[config.mk]
export PLATFORM = sky130hd
export DESIGN_NAME = gray_pack_fifo_ise_flat
export DESIGN_NICKNAME = d
export VERILOG_FILES = /design/src/rtl/gray_pack_fifo_ise_pkg.sv /design/src/rtl/gray_pack_fifo_ise_if.sv /design/src/rtl/gray_pack_fifo_ise_fifo.sv /design/src/rtl/gray_pack_fifo_ise.sv /design/src/flat_wrapper.sv
export SDC_FILE = /design/constraint.sdc
export NUM_CORES = 1
export LEC_CHECK = 0
export ABC_AREA = 1
export CAP_MARGIN = 10
export CORE_MARGIN = 2
export CORE_UTILIZATION = 55
export DETAILED_ROUTE_END_ITERATION = 12
export PLACE_DENSITY_LB_ADDON = 0.2
export SYNTH_ARGS = -nofsm -noshare
export SYNTH_HDL_FRONTEND = slang
export SYNTH_SLANG_ARGS = --single-unit
export TNS_END_PERCENT = 50
[constraint.sdc]
create_clock -name clock -period 3.4 [get_ports clock]
set_input_delay 0.68 -clock clock [delete_from_list [all_inputs] [get_ports clock]]
set_output_delay 0.68 -clock clock [all_outputs]
set_load 0.01 [all_outputs]
[src/rtl/gray_pack_fifo_ise_pkg.sv]
`default_nettype none
// ============================================================================
// Module   : gray_pack_fifo_ise_pkg
// Brief    : Opcodes, status bit positions and defaults for the pixel packer.
// Revision : 1.0 - initial release
// ============================================================================
package gray_pack_fifo_ise_pkg;

    typedef enum logic [1:0] {
        OP_PUSH   = 2'd0,
        OP_POP    = 2'd1,
        OP_STATUS = 2'd2,
        OP_CLEAR  = 2'd3
    } opcode_e;

    typedef enum logic {
        S_IDLE = 1'b0,
        S_RESP = 1'b1
    } state_e;

    localparam int DEF_FIFO_DEPTH = 4;

    localparam int ST_CNT_LSB   = 0;
    localparam int ST_BYTE_LSB  = 4;
    localparam int ST_UNDER_BIT = 8;
    localparam int ST_OVER_BIT  = 9;

endpackage
`default_nettype wire

[src/rtl/gray_pack_fifo_ise_if.sv]
`default_nettype none
// ============================================================================
// Module   : gray_pack_fifo_ise_if
// Brief    : Custom-instruction request/response bundle for the pixel packer.
// Revision : 1.0 - initial release
// ============================================================================
interface gray_pack_fifo_ise_if;
    logic        start;
    logic [31:0] valueA;
    logic [31:0] valueB;
    logic [7:0]  iseId;
    logic        done;
    logic [31:0] result;

    modport master (output start, valueA, valueB, iseId, input done, result);
    modport slave  (input start, valueA, valueB, iseId, output done, result);
endinterface
`default_nettype wire

[src/rtl/gray_pack_fifo_ise_fifo.sv]
`default_nettype none
// ============================================================================
// Module   : gray_word_fifo
// Brief    : Small word FIFO with count/full/empty; head word read combinationally.
// Revision : 1.0 - initial release
// ============================================================================
module gray_word_fifo #(
    parameter int DEPTH = 4,
    parameter int WIDTH = 32
) (
    input  wire logic                     clock,
    input  wire logic                     reset,
    input  wire logic                     clr_i,
    input  wire logic                     wr_en_i,
    input  wire logic [WIDTH-1:0]         wr_data_i,
    input  wire logic                     rd_en_i,
    output logic      [WIDTH-1:0]         rd_data_o,
    output logic      [$clog2(DEPTH):0]   count_o,
    output logic                          full_o,
    output logic                          empty_o
);
    localparam int AW = $clog2(DEPTH);

    logic [WIDTH-1:0] mem_q [DEPTH];
    logic [AW-1:0]    wr_ptr_q;
    logic [AW-1:0]    rd_ptr_q;
    logic [AW:0]      count_q;
    logic             w_do_wr;
    logic             w_do_rd;

    assign full_o    = (count_q == (AW+1)'(DEPTH));
    assign empty_o   = (count_q == '0);
    assign count_o   = count_q;
    assign rd_data_o = mem_q[rd_ptr_q];
    assign w_do_wr   = wr_en_i && !full_o && !clr_i;
    assign w_do_rd   = rd_en_i && !empty_o && !clr_i;

    always_ff @(posedge clock or posedge reset) begin
        if (reset) begin
            wr_ptr_q <= '0;
            rd_ptr_q <= '0;
            count_q  <= '0;
        end else if (clr_i) begin
            wr_ptr_q <= '0;
            rd_ptr_q <= '0;
            count_q  <= '0;
        end else begin
            if (w_do_wr) wr_ptr_q <= wr_ptr_q + AW'(1);
            if (w_do_rd) rd_ptr_q <= rd_ptr_q + AW'(1);
            case ({w_do_wr, w_do_rd})
                2'b10:   count_q <= count_q + (AW+1)'(1);
                2'b01:   count_q <= count_q - (AW+1)'(1);
                default: count_q <= count_q;
            endcase
        end
    end

    // Storage is unreachable while count is zero, so it carries no reset.
    always_ff @(posedge clock) begin
        if (w_do_wr) mem_q[wr_ptr_q] <= wr_data_i;
    end
endmodule
`default_nettype wire

[src/rtl/gray_pack_fifo_ise.sv]
`default_nettype none
// ============================================================================
// Module   : gray_pack_fifo_ise
// Brief    : Custom instruction packing 8-bit pixels into 32-bit words via a FIFO.
// Revision : 1.0 - initial release
// ============================================================================
module gray_pack_fifo_ise
    import gray_pack_fifo_ise_pkg::*;
#(
    parameter logic [7:0] customId   = 8'h0,
    parameter int         FIFO_DEPTH = DEF_FIFO_DEPTH
) (
    input  wire logic             clock,
    input  wire logic             reset,
    gray_pack_fifo_ise_if.slave   bus
);
    localparam int CW = $clog2(FIFO_DEPTH) + 1;

    state_e      state_q, state_d;
    logic [1:0]  byte_cnt_q, byte_cnt_d;
    logic [31:0] pack_q, pack_d;
    logic        under_q, under_d;
    logic        over_q, over_d;
    logic [31:0] result_q, result_d;

    logic          w_accept;
    opcode_e       w_op;
    logic          w_fifo_wr, w_fifo_rd, w_fifo_clr;
    logic [31:0]   w_fifo_rdata;
    logic [CW-1:0] w_fifo_count;
    logic          w_full, w_empty;
    logic [31:0]   w_pack_ins;
    logic [2:0]    w_cnt_after;
    logic          w_unused_bits;

    assign w_op          = opcode_e'(bus.valueB[1:0]);
    assign w_accept      = bus.start && (bus.iseId == customId) && (state_q == S_IDLE);
    assign w_unused_bits = ^{bus.valueA[31:8], bus.valueB[31:2]};
    assign bus.done      = (state_q == S_RESP);
    assign bus.result    = result_q;

    gray_word_fifo #(.DEPTH(FIFO_DEPTH), .WIDTH(32)) u_fifo (
        .clock     (clock),
        .reset     (reset),
        .clr_i     (w_fifo_clr),
        .wr_en_i   (w_fifo_wr),
        .wr_data_i (w_pack_ins),
        .rd_en_i   (w_fifo_rd),
        .rd_data_o (w_fifo_rdata),
        .count_o   (w_fifo_count),
        .full_o    (w_full),
        .empty_o   (w_empty)
    );

    always_comb begin
        state_d = state_q;
        case (state_q)
            S_IDLE:  if (w_accept) state_d = S_RESP;
            S_RESP:  state_d = S_IDLE;
            default: state_d = S_IDLE;
        endcase
    end

    always_comb begin
        byte_cnt_d  = byte_cnt_q;
        pack_d      = pack_q;
        under_d     = under_q;
        over_d      = over_q;
        result_d    = '0;
        w_fifo_wr   = 1'b0;
        w_fifo_rd   = 1'b0;
        w_fifo_clr  = 1'b0;
        w_cnt_after = 3'(w_fifo_count);
        w_pack_ins  = pack_q;
        w_pack_ins[8*byte_cnt_q +: 8] = bus.valueA[7:0];

        if (w_accept) begin
            case (w_op)
                OP_PUSH: begin
                    if (byte_cnt_q == 2'd3) begin
                        byte_cnt_d = 2'd0;
                        pack_d     = '0;
                        // A completed word with no room is dropped, not retried.
                        if (w_full) begin
                            over_d = 1'b1;
                        end else begin
                            w_fifo_wr   = 1'b1;
                            w_cnt_after = 3'(w_fifo_count) + 3'd1;
                        end
                    end else begin
                        byte_cnt_d = byte_cnt_q + 2'd1;
                        pack_d     = w_pack_ins;
                    end
                    result_d = {26'b0, byte_cnt_d, 1'b0, w_cnt_after};
                end
                OP_POP: begin
                    if (w_empty) begin
                        under_d = 1'b1;
                    end else begin
                        w_fifo_rd = 1'b1;
                        result_d  = w_fifo_rdata;
                    end
                end
                OP_STATUS: begin
                    result_d[ST_CNT_LSB +: 3]  = 3'(w_fifo_count);
                    result_d[ST_BYTE_LSB +: 2] = byte_cnt_q;
                    result_d[ST_UNDER_BIT]     = under_q;
                    result_d[ST_OVER_BIT]      = over_q;
                    under_d = 1'b0;
                    over_d  = 1'b0;
                end
                default: begin
                    w_fifo_clr = 1'b1;
                    byte_cnt_d = 2'd0;
                    pack_d     = '0;
                    under_d    = 1'b0;
                    over_d     = 1'b0;
                end
            endcase
        end
    end

    always_ff @(posedge clock or posedge reset) begin
        if (reset) begin
            state_q    <= S_IDLE;
            byte_cnt_q <= 2'd0;
            pack_q     <= '0;
            under_q    <= 1'b0;
            over_q     <= 1'b0;
            result_q   <= '0;
        end else begin
            state_q    <= state_d;
            byte_cnt_q <= byte_cnt_d;
            pack_q     <= pack_d;
            under_q    <= under_d;
            over_q     <= over_d;
            result_q   <= result_d;
        end
    end
endmodule
`default_nettype wire

[src/flat_wrapper.sv]
// flat-port wrapper written by rule: the top's interface ports become plain ports
module gray_pack_fifo_ise_flat import gray_pack_fifo_ise_pkg::*;
#(
    parameter logic [7:0] customId   = 8'h0,
    parameter int         FIFO_DEPTH = DEF_FIFO_DEPTH
)
  (clock, reset, bus_start, bus_valueA, bus_valueB, bus_iseId, bus_done, bus_result);
  gray_pack_fifo_ise_if bus_i ();
  input  wire logic clock;
  input  wire logic reset;
  input wire logic [$bits(bus_i.start)-1:0] bus_start;
  input wire logic [$bits(bus_i.valueA)-1:0] bus_valueA;
  input wire logic [$bits(bus_i.valueB)-1:0] bus_valueB;
  input wire logic [$bits(bus_i.iseId)-1:0] bus_iseId;
  output wire logic [$bits(bus_i.done)-1:0] bus_done;
  output wire logic [$bits(bus_i.result)-1:0] bus_result;
  assign bus_i.start = bus_start;
  assign bus_i.valueA = bus_valueA;
  assign bus_i.valueB = bus_valueB;
  assign bus_i.iseId = bus_iseId;
  assign bus_done = bus_i.done;
  assign bus_result = bus_i.result;
  gray_pack_fifo_ise #(.customId(customId), .FIFO_DEPTH(FIFO_DEPTH)) u_core (.clock(clock), .reset(reset), .bus(bus_i));
endmodule
==> results.sh, run 1 <==
export IMPL_syn_to_final_growth_pct=17.7
export IMPL_cap_violations=0
export IMPL_ys_types=32
export IMPL_grt_pass1_wl_um=29100
export IMPL_multi_input_area_mm2=0.00231
export IMPL_holdPathEnd="u_core.pack_q[26]"
export IMPL_vdd_ir_drop_worst_mv=0.364
export IMPL_fin_crit_sh_pct=70.0
export IMPL_crit_chain="inv_2 -> ha_1 -> nor4_4 -> a22oi_1 -> inv_1"
export IMPL_post_drt_wl_per_cell_um=17.9
export IMPL_dieWidth_um=128
export IMPL_grt_overflow=0
export IMPL_status="completed"
export IMPL_cts_made_buffers=21
export IMPL_final_common_cell="nor2_1"
export IMPL_fmax_ghz=0.420
export IMPL_pre_cts_ws_ps=613
export IMPL_tightest_slew_ps=978
export IMPL_finalMaxSlewViolations=0
export IMPL_syn_nets=854
export IMPL_via_per_inst=5.70
export IMPL_reg2regPathDepth=5
export IMPL_crit_arrival_ps=2720
export IMPL_cts_sinks=204
export IMPL_dr_pass1_iters=7
export IMPL_num_rows=45
export IMPL_finalHoldViolCount=0
export IMPL_diodes=0
export IMPL_power_density_mw_per_mm2=515
export IMPL_ys_seq_area_share_pct=67.7
export IMPL_cp_data_required_time_ps=3740
export IMPL_port_buffers=53
export IMPL_startpoint="u_core.byte_cnt_q[0]"
export IMPL_path_clk_slew_ps=60
export IMPL_cts_root_buf="clkbuf_16"
export IMPL_final_cell_mix="nor2_1 (140), edfxtp_1 (128), nand2_1 (92)"
export IMPL_cts_max_path_buffers=3
export IMPL_cpPeakStageDelay_ps=580
export IMPL_nNetsFinal=909
export IMPL_dp_hpwl_um=10800
export IMPL_cp_slowest_cell="nor4_4"
export IMPL_yosysWarnings=0
export IMPL_die_h_um=128
export IMPL_critPathMaxFanout=12
export IMPL_io_pins=108
export IMPL_routed_wl_um=18300
export IMPL_slew_headroom_pct=34.8
export IMPL_final_layout_size_suffix_gt1_share_pct=11.0
export IMPL_crit_type="reg -> reg"
export IMPL_rsz0062_at_grt="no"
export IMPL_postCtsResizedCells=0
export IMPL_die_area_mm2=0.0164
export IMPL_route_detailed_drc=0
export IMPL_p_leak_nw=4.09
export IMPL_synth_area_mm2=0.00849
export IMPL_grt_pass1_vias=5792
export IMPL_finalSetupViolCount=0
export IMPL_syn_inst=763
export IMPL_core_area_mm2=0.0151
export IMPL_final_fill_count=1093
export IMPL_cts_setup_buffers=0
export IMPL_critPathLaunchType="flop"
export IMPL_start_util_pct=56.1
export IMPL_gp_congestion=0.865
export IMPL_vias=5815
export IMPL_fin_ws_ps=1020
export IMPL_cp_end_kind="flop"
export IMPL_ys_ff_latch=204
export IMPL_rr_startpoint="u_core.byte_cnt_q[0]"
export IMPL_grt_max_degree=67
export IMPL_cts_htree_levels=1
export IMPL_clock_latency_ps=490
export IMPL_grt_use_total_pct=22.9
export IMPL_hold_buffers=0
export IMPL_register_area_mm2=0.00575
export IMPL_syn_area_per_cell_um2=11.1
export IMPL_hold_depth=2
export IMPL_hp_start="u_core.pack_q[26]"
export IMPL_worstHoldPathType="reg -> reg"
export IMPL_tns_ps=0
export IMPL_cts_tree="built"
export IMPL_antenna_found_initial=0
export IMPL_period_minus_slack_ps=2380
export IMPL_r2r_slack_ps=1020
export IMPL_drtIter0Drc=485
export IMPL_r2r_end="u_core.u_fifo.mem_q[1][6]"
export IMPL_finalClockSkew_ps=10.8
export IMPL_ant_nets=0
## sequential cells by signal (all words and copies together), names as in the netlist
register,cells
u_core.u_fifo.mem_q,128
u_core.byte_cnt_q,2
u_core.bus.done,1
u_core.over_q,1
u_core.under_q,1
u_core.u_fifo.count_o,3
u_core.pack_q,32
u_core.u_fifo.rd_ptr_q,2
u_core.u_fifo.wr_ptr_q,2
u_core.bus.result,32
## power by group
group / leakage (nW) / internal, mW / switching, mW
clock network: 0.359 / 1.45 / 0.923
logic: 1.44 / 0.0520 / 0.0975
registers: 2.30 / 2.62 / 0.00251
## cells in the mapped netlist, drive strengths merged
cell type,number,share of area [%]
clkbuf,12,0.53
nand2,94,4.2
nand4,5,0.37
edfxtp,128,45
nor2,148,6.8
and3,1,0.074
xnor2,2,0.21
nor4,2,0.32
nor3,2,0.25
o22ai,7,0.52
nand3,9,0.53
a31oi,4,0.29
o21bai,1,0.088
dfrtp,76,22
inv,73,3.2
o21ai,97,6.6
a22oi,19,1.7
buf,20,1.4
ha,16,2.4
clkinv,2,0.088
o211ai,3,0.27
a21oi,42,2.5
## logic make-up after synthesis
group / Yosys count / share of synthesized area, %
AO/OA/AOI/OAI: 173 / 11.9
flip-flops: 204 / 67.7
AND/OR/NAND/NOR: 261 / 12.6
adder cells (fa/ha/maj): 16 / 2.36
buffers and inverters: 107 / 5.23
XOR/XNOR: 2 / 0.206
## through the flow
stage	hold slack [ps]	instance area (µm²)	utilization [%]	std cells	power, mW
3_3_place_gp	449	9260	61.2	983	2.82
2_1_floorplan	436	8490	-	763	2.76
5_1_grt	501	9990	66.0	1021	5.28
3_5_place_dp	457	9260	61.2	983	2.83
4_1_cts	473	9990	66.0	1021	5.18
6_report	468	9990	66.0	1021	5.15
## worst max-delay path by stage
| stage | slack (ps) | to |
|---|---|---|
| detailed placement | 610 | u_core.u_fifo.mem_q[1][22] |
| CTS | 1040 | u_core.u_fifo.mem_q[1][6] |
| global route | 900 | u_core.u_fifo.mem_q[1][6] |
| global placement | 680 | u_core.u_fifo.mem_q[0][19] |
| finish | 1020 | u_core.u_fifo.mem_q[1][6] |
| floorplan | 260 | u_core.u_fifo.mem_q[0][0] |
## final cells by class
cell class | instances | area share [%]
sequential | 204 | 57.5
tap | 188 | 2.35
clock inverter | 12 | 1.43
clock buffer | 26 | 5.85
inverter | 75 | 2.83
timing repair buffer | 64 | 6.89
multi-input combinational | 452 | 23.1
## layer usage
layer	up-vias	share of wire [%]	global-route usage, %
met1	2848	41	30.4
li1	2693	-	-
met4	0	2.4	8.73
met3	44	6.7	3.63
met2	230	50	38.4
met5	-	0	0
## worst max-delay path: cells and delay by family, from the launching register on
family	cells	cell delay (ps)
compound gates	1	290
fa+ha+maj	1	430
buf+inv	2	370
flops	1	550
simple gates	1	580
Power figures use the tool's default switching activity.
==> inputs of run 2 (changes only) <==
Clock period 3.4 ns to 2.2 ns, I/O delays scaled along.
==> results.sh, run 2 (synthesis results as in run 1) <==
export IMPL_largest_register_ffs=128
export IMPL_finalClockSkew_ps=10.6
export IMPL_crit_type="reg -> reg"
export IMPL_fin_ws_ps=151
export IMPL_power_density_mw_per_mm2=786
export IMPL_die_area_mm2=0.0164
export IMPL_start_util_pct=56.1
export IMPL_critPathMaxFanout=8
export IMPL_num_rows=45
export IMPL_final_common_cell="nor2_1"
export IMPL_cts_max_path_buffers=3
export IMPL_antenna_found_initial=0
export IMPL_cts_htree_levels=1
export IMPL_port_buffers=53
export IMPL_dp_hpwl_um=12200
export IMPL_diodes=0
export IMPL_regMostFlops="u_core.u_fifo.mem_q"
export IMPL_finalHoldViolCount=0
export IMPL_grt_use_total_pct=23.9
export IMPL_grt_overflow=0
export IMPL_fin_crit_sh_pct=93.2
export IMPL_final_layout_size_suffix_gt1_share_pct=13.1
export IMPL_hold_buffers=0
export IMPL_core_area_mm2=0.0151
export IMPL_cp_end_kind="flop"
export IMPL_worst_hold_slack_ps=245
export IMPL_cts_root_buf="clkbuf_16"
export IMPL_critPathLaunchType="flop"
export IMPL_dieWidth_um=128
export IMPL_grt_pass1_vias=5752
export IMPL_finalSetupViolCount=0
export IMPL_grt_pass1_wl_um=30000
export IMPL_grt_max_degree=43
export IMPL_p_leak_nw=4.22
export IMPL_cts_made_buffers=21
export IMPL_clock_latency_ps=490
export IMPL_cts_setup_buffers=0
export IMPL_path_clk_slew_ps=60
export IMPL_die_h_um=128
export IMPL_tightest_slew_ps=756
export IMPL_cts_tree="built"
export IMPL_finalMaxSlewViolations=0
export IMPL_vdd_ir_drop_worst_mv=0.613
export IMPL_cap_violations=0
export IMPL_syn_to_final_growth_pct=20.1
export IMPL_cp_data_required_time_ps=2530
export IMPL_dr_pass1_iters=6
export IMPL_via_per_inst=5.59
export IMPL_slew_headroom_pct=49.3
export IMPL_crit_arrival_ps=2380
export IMPL_ant_nets=0
export IMPL_period_minus_slack_ps=2050
export IMPL_cts_sinks=204
export IMPL_postCtsResizedCells=0
export IMPL_fmax_ghz=0.488
export IMPL_vias=5832
export IMPL_drtIter0Drc=669
export IMPL_status="completed"
export IMPL_final_cell_mix="nor2_1 (140), edfxtp_1 (128), nand2_1 (92)"
export IMPL_rsz0062_at_grt="no"
export IMPL_post_drt_wl_per_cell_um=18.0
export IMPL_pre_cts_ws_ps=-122
export IMPL_io_pins=108
export IMPL_worstHoldPathType="in -> async"
export IMPL_routed_wl_um=18800
export IMPL_route_detailed_drc=0
export IMPL_gp_congestion=0.913
export IMPL_nNetsFinal=932
## run 2: cell types whose count changed in the layout (fill, tap and decap cells not counted), sizes merged
cell / change
bufinv: +1
clkbuf: +2
buf: +23
clkinv: -4
## run 2: final timing paths
| check | from | endpoint | slack, ps | cells after the start |
|---|---|---|---|---|
| worst max-delay path | u_core.byte_cnt_q[1] | u_core.u_fifo.mem_q[1][3] | 150 | 5 |
| worst min-delay path | reset | u_core.bus.done | 250 | 2 |
| worst max register to register | u_core.byte_cnt_q[1] | u_core.u_fifo.mem_q[1][3] | 150 | 5 |
| worst min register to register | u_core.pack_q[26] | u_core.pack_q[26] | 470 | 2 |
| max in group asynchronous | reset | u_core.pack_q[10] | 1420 | 3 |
| min in group clock | u_core.pack_q[26] | u_core.pack_q[26] | 470 | 2 |
## run 2: power breakdown
part	switching [mW]	total [mW]	leakage, nW	internal (mW)
Combinational	0.155	0.252	1.56	0.0971
Clock	1.40	3.70	0.354	2.30
Sequential	0.00678	4.06	2.30	4.06
## run 2: area by class of cell
cell class              instances  area, µm²
multi-input cells             452       2310
flip-flops and latches        204       5750
fillers                      1069       4950
well taps                     188        235
inverters                      75        283
clock inverters                 9        154
repair buffers                 87        898
clock buffers                  28        572
## run 2: metal layers
layer | part of all wire (%) | vias to the layer above | track usage (%) | wire (µm)
met4 | 2.1 | 0 | 6.72 | 387
li1 | - | 2750 | - | -
met1 | 42 | 2823 | 32.5 | 7850
met2 | 50 | 228 | 40.6 | 9360
met5 | 0 | - | 0 | 0
met3 | 6.3 | 31 | 3.30 | 1190
## run 2: per-stage QoR
step | cell area, µm² | util, % | TNS [ps] | std cells | power (mW)
after floorplan | 8500 | - | -48910 | 763 | 4.27
after global placement | 9470 | 62.5 | -15120 | 1006 | 4.38
after detailed placement | 9470 | 62.5 | -14280 | 1006 | 4.39
after CTS | 10200 | 67.3 | 0 | 1043 | 8.06
after global routing | 10200 | 67.3 | 0 | 1043 | 8.24
final | 10200 | 67.3 | 0 | 1043 | 8.02
## run 2: critical path, cell delays in order, from the launching register on
cell and delay (ps):
dfrtp_1 420, inv_1 100, ha_1 370, nor4_4 540
a22oi_1 260, inv_1 190
==> inputs of run 3 (changes only) <==
Settings changed: CORE_UTILIZATION 55 to 50.
Clock period 2.2 ns to 1.8 ns, I/O delays scaled along.
==> results.sh, run 3 (synthesis results as in run 1) <==
export IMPL_period_minus_slack_ps=1810
export IMPL_post_drt_wl_per_cell_um=17.4
export IMPL_fin_ws_ps=-7.26
export IMPL_crit_type="reg -> reg"
export IMPL_port_buffers=53
export IMPL_vdd_ir_drop_worst_mv=0.680
export IMPL_cp_data_required_time_ps=2090
export IMPL_violations="negative setup slack"
export IMPL_ant_nets=0
export IMPL_p_leak_nw=4.35
export IMPL_core_area_mm2=0.0166
export IMPL_fmax_ghz=0.553
export IMPL_finalMaxSlewViolations=0
export IMPL_cts_htree_levels=1
export IMPL_crit_chain="inv_2 -> buf_6 -> ha_1 -> inv_2 -> nand2_1 -> nor2_1 -> nand2_1 -> a21oi_1"
export IMPL_use_met2_pct=36.8
export IMPL_finalClockSkew_ps=10.3
export IMPL_dr_pass1_iters=5
export IMPL_crit_arrival_ps=2100
export IMPL_finalHoldViolCount=0
export IMPL_tightest_slew_ps=535
export IMPL_dieWidth_um=134
export IMPL_die_area_mm2=0.0180
export IMPL_grt_pass1_wl_um=30500
export IMPL_vias=5905
export IMPL_placedCellCount=1065
export IMPL_final_fill_count=1257
export IMPL_pre_cts_ws_ps=-403
export IMPL_io_pins=108
export IMPL_fin_cells=1110
export IMPL_cap_violations=0
export IMPL_fin_crit_sh_pct=100
export IMPL_register_area_mm2=0.00575
export IMPL_via_per_inst=5.32
export IMPL_die_h_um=134
export IMPL_cpPeakStageDelay_ps=400
export IMPL_critPathMaxFanout=7
export IMPL_routed_wl_um=19300
export IMPL_grt_busiest_layer="met2"
export IMPL_cts_root_buf="clkbuf_16"
export IMPL_cts_max_path_buffers=3
export IMPL_regMostFlops="u_core.u_fifo.mem_q"
export IMPL_cp_slowest_cell="dfrtp_1"
export IMPL_worstHoldPathType="in -> async"
export IMPL_cts_made_buffers=20
export IMPL_power_density_mw_per_mm2=866
export IMPL_rr_startpoint="u_core.byte_cnt_q[1]"
export IMPL_path_clk_slew_ps=60
export IMPL_syn_to_final_growth_pct=26.0
export IMPL_r2r_slack_ps=-7
export IMPL_cts_tree="built"
export IMPL_grt_util_met3_pct=3.51
export IMPL_finalSetupViolCount=4
export IMPL_gp_congestion=0.859
export IMPL_grt_max_degree=77
export IMPL_rsz0062_at_grt="yes"
export IMPL_start_util_pct=51.2
export IMPL_largest_register_ffs=128
export IMPL_dp_hpwl_um=12700
export IMPL_critPathLaunchType="flop"
export IMPL_antenna_found_initial=0
export IMPL_grt_use_total_pct=21.6
export IMPL_final_common_cell="nor2_1"
export IMPL_route_detailed_drc=0
export IMPL_nNetsFinal=967
export IMPL_final_cell_mix="nor2_1 (133), edfxtp_1 (128), nand2_1 (87)"
export IMPL_reg2regPathDepth=8
export IMPL_r2r_end="u_core.u_fifo.mem_q[2][25]"
export IMPL_met1_usage_pct=29.1
export IMPL_cp_end_kind="flop"
export IMPL_slew_headroom_pct=64.3
export IMPL_cts_sinks=204
export IMPL_multi_input_area_mm2=0.00253
export IMPL_grt_overflow=0
export IMPL_clock_latency_ps=500
export IMPL_final_layout_size_suffix_gt1_share_pct=22.0
export IMPL_diodes=0
export IMPL_num_rows=47
export IMPL_status="complete, but fails checks"
export IMPL_grt_pass1_vias=5859
export IMPL_drtIter0Drc=385
-- run 3: how the worst max path moves through the flow --
stage	endpoint	depth (start not counted)	slack, ps	start
finish	u_core.u_fifo.mem_q[2][25]	8	-7	u_core.byte_cnt_q[1]
floorplan	u_core.u_fifo.mem_q[0][0]	7	-170	u_core.bus.done
global placement	u_core.u_fifo.mem_q[3][30]	10	-370	bus_start
CTS	u_core.u_fifo.mem_q[1][10]	6	-1	u_core.byte_cnt_q[0]
global route	u_core.bus.result[1]	8	-110	u_core.byte_cnt_q[1]
detailed placement	u_core.u_fifo.rd_ptr_q[0]	9	-400	bus_valueB[1]
-- run 3: per-layer routing --
metal  wire, µm  up-vias
li1           -     2818
met1       8120     2868
met2       9660      181
met3       1120       38
met4        427        0
met5          0        -
-- run 3: power breakdown --
part           switching (mW)  total (mW)  internal, mW
clock network            1.68        3.96          2.28
logic                   0.202       0.339         0.138
registers             0.00547        4.96          4.96
total                    1.89        9.26          7.37
-- run 3: final cells by class --
cell class | count | area share (%)
Multi-Input combinational cell | 452 | 23.7
Clock inverter | 10 | 0.678
Timing Repair Buffer | 123 | 11.5
Inverter | 75 | 2.75
Tap cell | 220 | 2.57
Sequential cell | 204 | 53.7
Clock buffer | 26 | 5.09
-- run 3: what timing repair did --
item,in CTS,in global routing
setup endpoints to repair,49,272
endpoints found under the hold margin,0,0
hold buffers,0,0
gates cloned,0,2
resized for setup,9,50
buffers inserted,1,7
pin swaps,1,10
-- run 3: metrics by stage --
stage	util (%)	instance area (µm²)	total power, mW	setup TNS [ps]	hold WS (ps)
2_1_floorplan	-	8550	5.22	-19420	436
3_3_place_gp	58.9	9760	5.37	-62220	451
3_5_place_dp	58.9	9760	5.38	-66070	454
4_1_cts	62.8	10400	9.32	-1.71	346
5_1_grt	64.5	10700	9.56	-3430	346
6_report	64.5	10700	9.26	-20.3	302
-- run 3: worst max-delay path, delay by kind of cell, from the launching register on --
family                   cells  cell delay (ps)
flip-flops                   1              400
AO/OA/AOI/OAI                1              260
adder cells (fa/ha/maj)      1              180
buffers and inverters        3              320
AND/OR/NAND/NOR              3              450
==> edit 1: new RTL, config.mk and constraints of run 2 <==
The package constant `DEF_FIFO_DEPTH` goes from 4 to 8.
--- a/src/rtl/gray_pack_fifo_ise_pkg.sv
+++ b/src/rtl/gray_pack_fifo_ise_pkg.sv
@@ -18,7 +18,7 @@
         S_RESP = 1'b1
     } state_e;
 
-    localparam int DEF_FIFO_DEPTH = 4;
+    localparam int DEF_FIFO_DEPTH = 8;
 
     localparam int ST_CNT_LSB   = 0;
     localparam int ST_BYTE_LSB  = 4;
Formal check against the unedited RTL: no difference found for any inputs over 10 cycles, from zero or initial values and one cycle with reset high; that may be too few to reach the edited logic, so the function may still have changed.
==> edit 1 against run 2 <==
Combinational power increased by 81%; global-route usage increased by 0.43 points; synthesized area increased by 61%; sequential share of layout area increased by 2.1 points; worst setup slack got worse by 0.042 ns; via count increased by 61%; sequential cell count increased by 131; clock skew increased by 0.0096 ns; wire length increased by 65%; cell area increased by 62%; first-iteration DRC count increased by 47%; worst hold slack improved by 0.046 ns; total power increased by 60%; critical endpoint is now u_core.u_fifo.mem_q[4][9]$_DFFE_PP_; largest cell class unchanged; largest power group unchanged.
==> edit 1: results (changes against run 2) <==
* Worst r2r src: u_core.u_fifo.count_o[1]$_DFFE_PP0P_
* Number of fill cells at 1785 (+67%)
* Hpwl dp at 19300 um (+57%)
* Root Buffer: clkbuf_16
* Post-layout minimum cycle time at 2.09 ns (+0.0416 ns)
* P_leak at 6.21 nW (+47%)
* Relative slew slack at 44.1% (-5.2 points)
* Status: finished, final reports clean
* DR pass1 iterations at 5 (-1)
* Share of layout cells above drive strength 1 at 14.8% (+1.7 points)
* VDD IR-drop max at 567 uV (-7.5%)
* TritonCTS Buffers at 35 (+67%)
* Max Cap Viol at 0 (unchanged)
* First-pass GRT wire length at 49100 um (+63%)
* Dpl cells at 1573 (+56%)
* Worst-path fanout max at 32 (+24)
* Pre-CTS WS at -0.432 ns (-0.310 ns)
* Overall routing resource usage at 24.3% (+0.43 points)
* Buffers added on ports at 53 (unchanged)
* Antenna violations before repair at 0 (unchanged)
* Ys async rst share at 23.6% (-14 points)
* Nets@finish at 1378 (+48%)
* Number of flip-flops in the largest register at 256 (+100%)
* Drt total wl at 31000 um (+65%)
* Synth top area cells: edfxtp_1 56%, dfrtp_1 14%, nor2_1 6.4%
* Commonest cells in the netlist: 256 x edfxtp_1, 232 x nor2_1, 171 x o21ai_0
* Placed cell area at 0.0154 sq mm (+63%)
* Unique masters post-synth at 39 (+22%)
* Vias per cell at 5.74 (+2.6%)
* Post-Syn Instances at 1162 (+52%)
* Syn_nets at 1253 (+47%)
* Worst-path clk slew at 0.06 ns (about the same)
* Slew Viols, Final at 0 (unchanged)
* Clock skew at 0.0202 ns (+0.00960 ns)
* Yosys warning total at 0 (unchanged)
* Worst EP arrival at 2.26 ns (-0.12 ns)
* Number of global-route vias before repair at 9002 (+57%)
* Worst-Skew Late Latency at 0.50 ns
* R2R Setup Slk at 0.12 ns (-0.03 ns)
* Final GP Congestion at 0.855 (-6.3%)
* Initial DRC Count at 983 (+47%)
* Ant. Diodes at 0 (unchanged)
* CTS max path bufs at 3 (unchanged)
* Mean routed wirelength per cell at 19.0 um (+5.2%)
* H-tree depth at 2 (+1)
* Hold Path Class: in -> async
* Largest net degree at the start of global routing at 59 (+37%)
* Sequential fraction of the synthesis area at 70.6% (+3.0 points)
* Top reg by flops: u_core.u_fifo.mem_q
* Worst R2R Path Depth at 10 (+5)
* EDFF count, synth at 256 (+100%)
* Reg-to-Reg End: u_core.u_fifo.mem_q[4][9]$_DFFE_PP_
==> edit 1: cell types whose count changed after synthesis, sizes merged, moves of 11 or more <==
cell,run 2,this run
o211ai,3,14
o22ai,7,19
a31oi,4,26
a22oi,19,0
o21ai,97,204
nand2,94,64
buf,20,38
a21oi,42,64
clkbuf,12,25
edfxtp,128,256
nand3,9,25
nor2,148,236
==> edit 1: area by class of cell <==
type                            count  area [sq um]  share of cell area (%)
Clock buffer                       55          1010                    6.11
Tap cell                          324           405                    2.45
Inverter                           79           307                    1.85
Clock inverter                      7          60.1                   0.363
Multi-Input combinational cell    685          3560                    21.5
Sequential cell                   335          9670                    58.5
Timing Repair Buffer              151          1530                    9.24
==> edit 1: metrics by stage <==
step | hold WS, ns | TNS [ns]
detailed placement | 0.453 | -97.13
finish | 0.291 | 0
global placement | 0.449 | -86.31
CTS | 0.290 | 0
floorplan | 0.436 | -77.34
global route | 0.326 | -0.0681
==> edit 1: critical path: stages <==
cell             delay (ns)
clkdlybuf4s50_1        0.45
inv_1                  0.14
ha_4                   0.17
nand3_4                0.10
inv_2                  0.10
nand2_4                0.06
nor2_4                 0.18
nand2_4                0.13
nor3_4                 0.21
buf_12                 0.27
==> edit 1: report_power, final <==
group	switching, mW	internal, mW
Sequential	0.0133	6.87
Combinational	0.293	0.163
Clock	2.24	3.26
Total	2.55	10.3
==> edit 1: metal layers <==
metal  vias up  GRT usage [%]  share of wire (%)
met5         -              0                  0
met4         0           7.04                2.5
met3        60           3.73                7.4
met2       356           39.3                 48
met1      4618           34.8                 42
li1       4352              -                  -
==> edit 1: worst max-delay path by stage <==
stage                                         startpoint                                    to  depth (start not counted)
detailed placement                         bus_valueB[1]  u_core.u_fifo.count_o[3]$_DFFE_PP0P_                         18
floorplan           u_core.u_fifo.count_o[1]$_DFFE_PP0P_   u_core.u_fifo.mem_q[2][0]$_DFFE_PP_                          9
finish                                     bus_valueB[0]   u_core.u_fifo.mem_q[4][9]$_DFFE_PP_                         10
CTS                     u_core.byte_cnt_q[1]$_DFFE_PP0P_  u_core.u_fifo.mem_q[0][18]$_DFFE_PP_                          7
global placement                           bus_valueB[1]  u_core.u_fifo.count_o[3]$_DFFE_PP0P_                         18
global route                               bus_valueB[1]  u_core.u_fifo.count_o[3]$_DFFE_PP0P_                         19
==> edit 1: cells by family after synthesis <==
kind of cell | count (synthesis) | share of synthesized area (%)
buffers and inverters | 142 | 4.65
AND/OR/NAND/NOR | 339 | 10.3
flip-flops | 335 | 70.6
AO/OA/AOI/OAI | 328 | 12.8
adder cells (fa/ha/maj) | 16 | 1.52
XOR/XNOR | 2 | 0.128
==> edit 1: timing repair <==
action | 4_1_cts | 5_1_grt
resized for setup | 0 | 7
buffers inserted | 0 | 1
setup endpoints to repair | 0 | 82
hold endpoints to repair | 0 | 0
==> edit 2: new RTL, settings of run 2 <==
Made on the original files. Reset style: synchronous (`reset`), changed in 2 clocked blocks.
--- a/src/rtl/gray_pack_fifo_ise_fifo.sv
+++ b/src/rtl/gray_pack_fifo_ise_fifo.sv
@@ -35,7 +35,7 @@
     assign w_do_wr   = wr_en_i && !full_o && !clr_i;
     assign w_do_rd   = rd_en_i && !empty_o && !clr_i;
 
-    always_ff @(posedge clock or posedge reset) begin
+    always_ff @(posedge clock) begin
         if (reset) begin
             wr_ptr_q <= '0;
             rd_ptr_q <= '0;
--- a/src/rtl/gray_pack_fifo_ise.sv
+++ b/src/rtl/gray_pack_fifo_ise.sv
@@ -120,7 +120,7 @@
         end
     end
 
-    always_ff @(posedge clock or posedge reset) begin
+    always_ff @(posedge clock) begin
         if (reset) begin
             state_q    <= S_IDLE;
             byte_cnt_q <= 2'd0;
Behaviour: differs if reset is asserted again (counterexample within 4 cycles, from zero or initial values and one cycle with reset high); with reset held inactive, the same outputs for 10 cycles.
==> edit 2 against run 2 <==
Wire length down 0.77%; critical path depth up 3; synthesized area rose by 2.0%; sequential cell count grew 2; cell area increased by 2.9%; total power is 6.6% lower; non-clock buffer count up 31; synthesized cell count is 19% higher; worst setup slack improved by 0.0050 ns; largest cell class unchanged.
==> edit 2: results (changes against run 2) <==
* Unique masters post-synth at 29 (-9.4%)
* Met1 usage at 30.6% (-1.9 points)
* Layout Cells excl Fill at 1238 (+19%)
* Worst Tran Pin Value at 0.621 ns (-0.135 ns)
* Status: finished, final reports clean
* Synth top area cells: edfxtp_1 44%, dfxtp_1 18%, nand2_1 8.8%
* Mean routed wirelength per cell at 15.1 um (-16%)
* Via count at 6401 (+9.8%)
* Xor/xnor cell area share of the yosys netlist at 0.101% (-0.11 points)
* Worst-path fanout max at 9 (+1)
* Critical path's largest stage delay at 0.43 ns (-0.11 ns)
* Syn_nets at 1003 (+17%)
* Post-Synth Adder-Cell Area at 2.46% (+0.098 points)
* Buffers excl. clock at 118 (+36%)
* Met3 usage at 3.51% (+0.21 points)
* Worst EP arrival at 2.40 ns (+0.02 ns)
* CP delay by family, top: buffers and inverters
* Sequential cell area share at 51.5% (-4.8 points)
* VDD IR-drop max at 656 uV (+7.0%)
* # clk buffers at 30 (+7.1%)
* FF+latch count, synth at 206 (+0.98%)
* Grt met2 use at 39.5% (-1.0 points)
* P_int at 6.02 mW (-6.8%)
* Initial DRC Count at 552 (-17%)
* First-pass GRT wire length at 30000 um (-0.14%)
* Non-clock buffer share of cell area at 10.9% (+2.1 points)
## edit 2: cell count changes after synthesis, sizes merged, moves of 4 or more
cell,run 2,this run
nand2,94,209
dfxtp,0,78
dfrtp,76,0
nand3,9,41
nor2,148,180
a22oi,19,0
o21ai,97,85
buf,20,26
a21boi,0,4
a31oi,4,0
o31ai,0,4
## edit 2: path summary, 6_finish.rpt
path | from | cells after the start | to
setup / recovery | u_core.byte_cnt_q[0]$_SDFFE_PP0P_ | 8 | u_core.u_fifo.mem_q[0][27]$_DFFE_PP_
hold / removal | u_core.pack_q[30]$_SDFFE_PP0P_ | 2 | u_core.pack_q[30]$_SDFFE_PP0P_
setup reg to reg | u_core.byte_cnt_q[0]$_SDFFE_PP0P_ | 8 | u_core.u_fifo.mem_q[0][27]$_DFFE_PP_
hold reg to reg | u_core.pack_q[30]$_SDFFE_PP0P_ | 2 | u_core.pack_q[30]$_SDFFE_PP0P_
## edit 2: cells by family (layout without fill, tap and decap cells)
group / after synthesis / in the layout
xor+xnor: 1 / 1
simple gates: 434 / 434
flops: 206 / 206
fa+ha+maj: 17 / 17
buf+inv: 116 / 232
compound gates: 137 / 137
## edit 2: through the flow
step           setup slack [ns]  hold WS [ns]  power (mW)  area, sq um
3_3_place_gp             -0.149         0.444        4.30         9870
3_5_place_dp             -0.184         0.450        4.30         9870
5_1_grt                  0.0309         0.472        7.69        10500
6_report                  0.156         0.459        7.49        10500
4_1_cts                   0.164         0.459        7.52        10500
2_1_floorplan            -0.266         0.429        4.22         8670
## edit 2: power by group through the flow
stage                     clock network (mW)  logic [mW]  registers [mW]
after floorplan                            0      0.0694            4.15
after global placement                     0       0.154            4.15
after detailed placement                   0       0.155            4.15
after CTS                               3.30       0.155            4.07
after global routing                    3.46       0.173            4.06
final                                   3.26       0.156            4.07
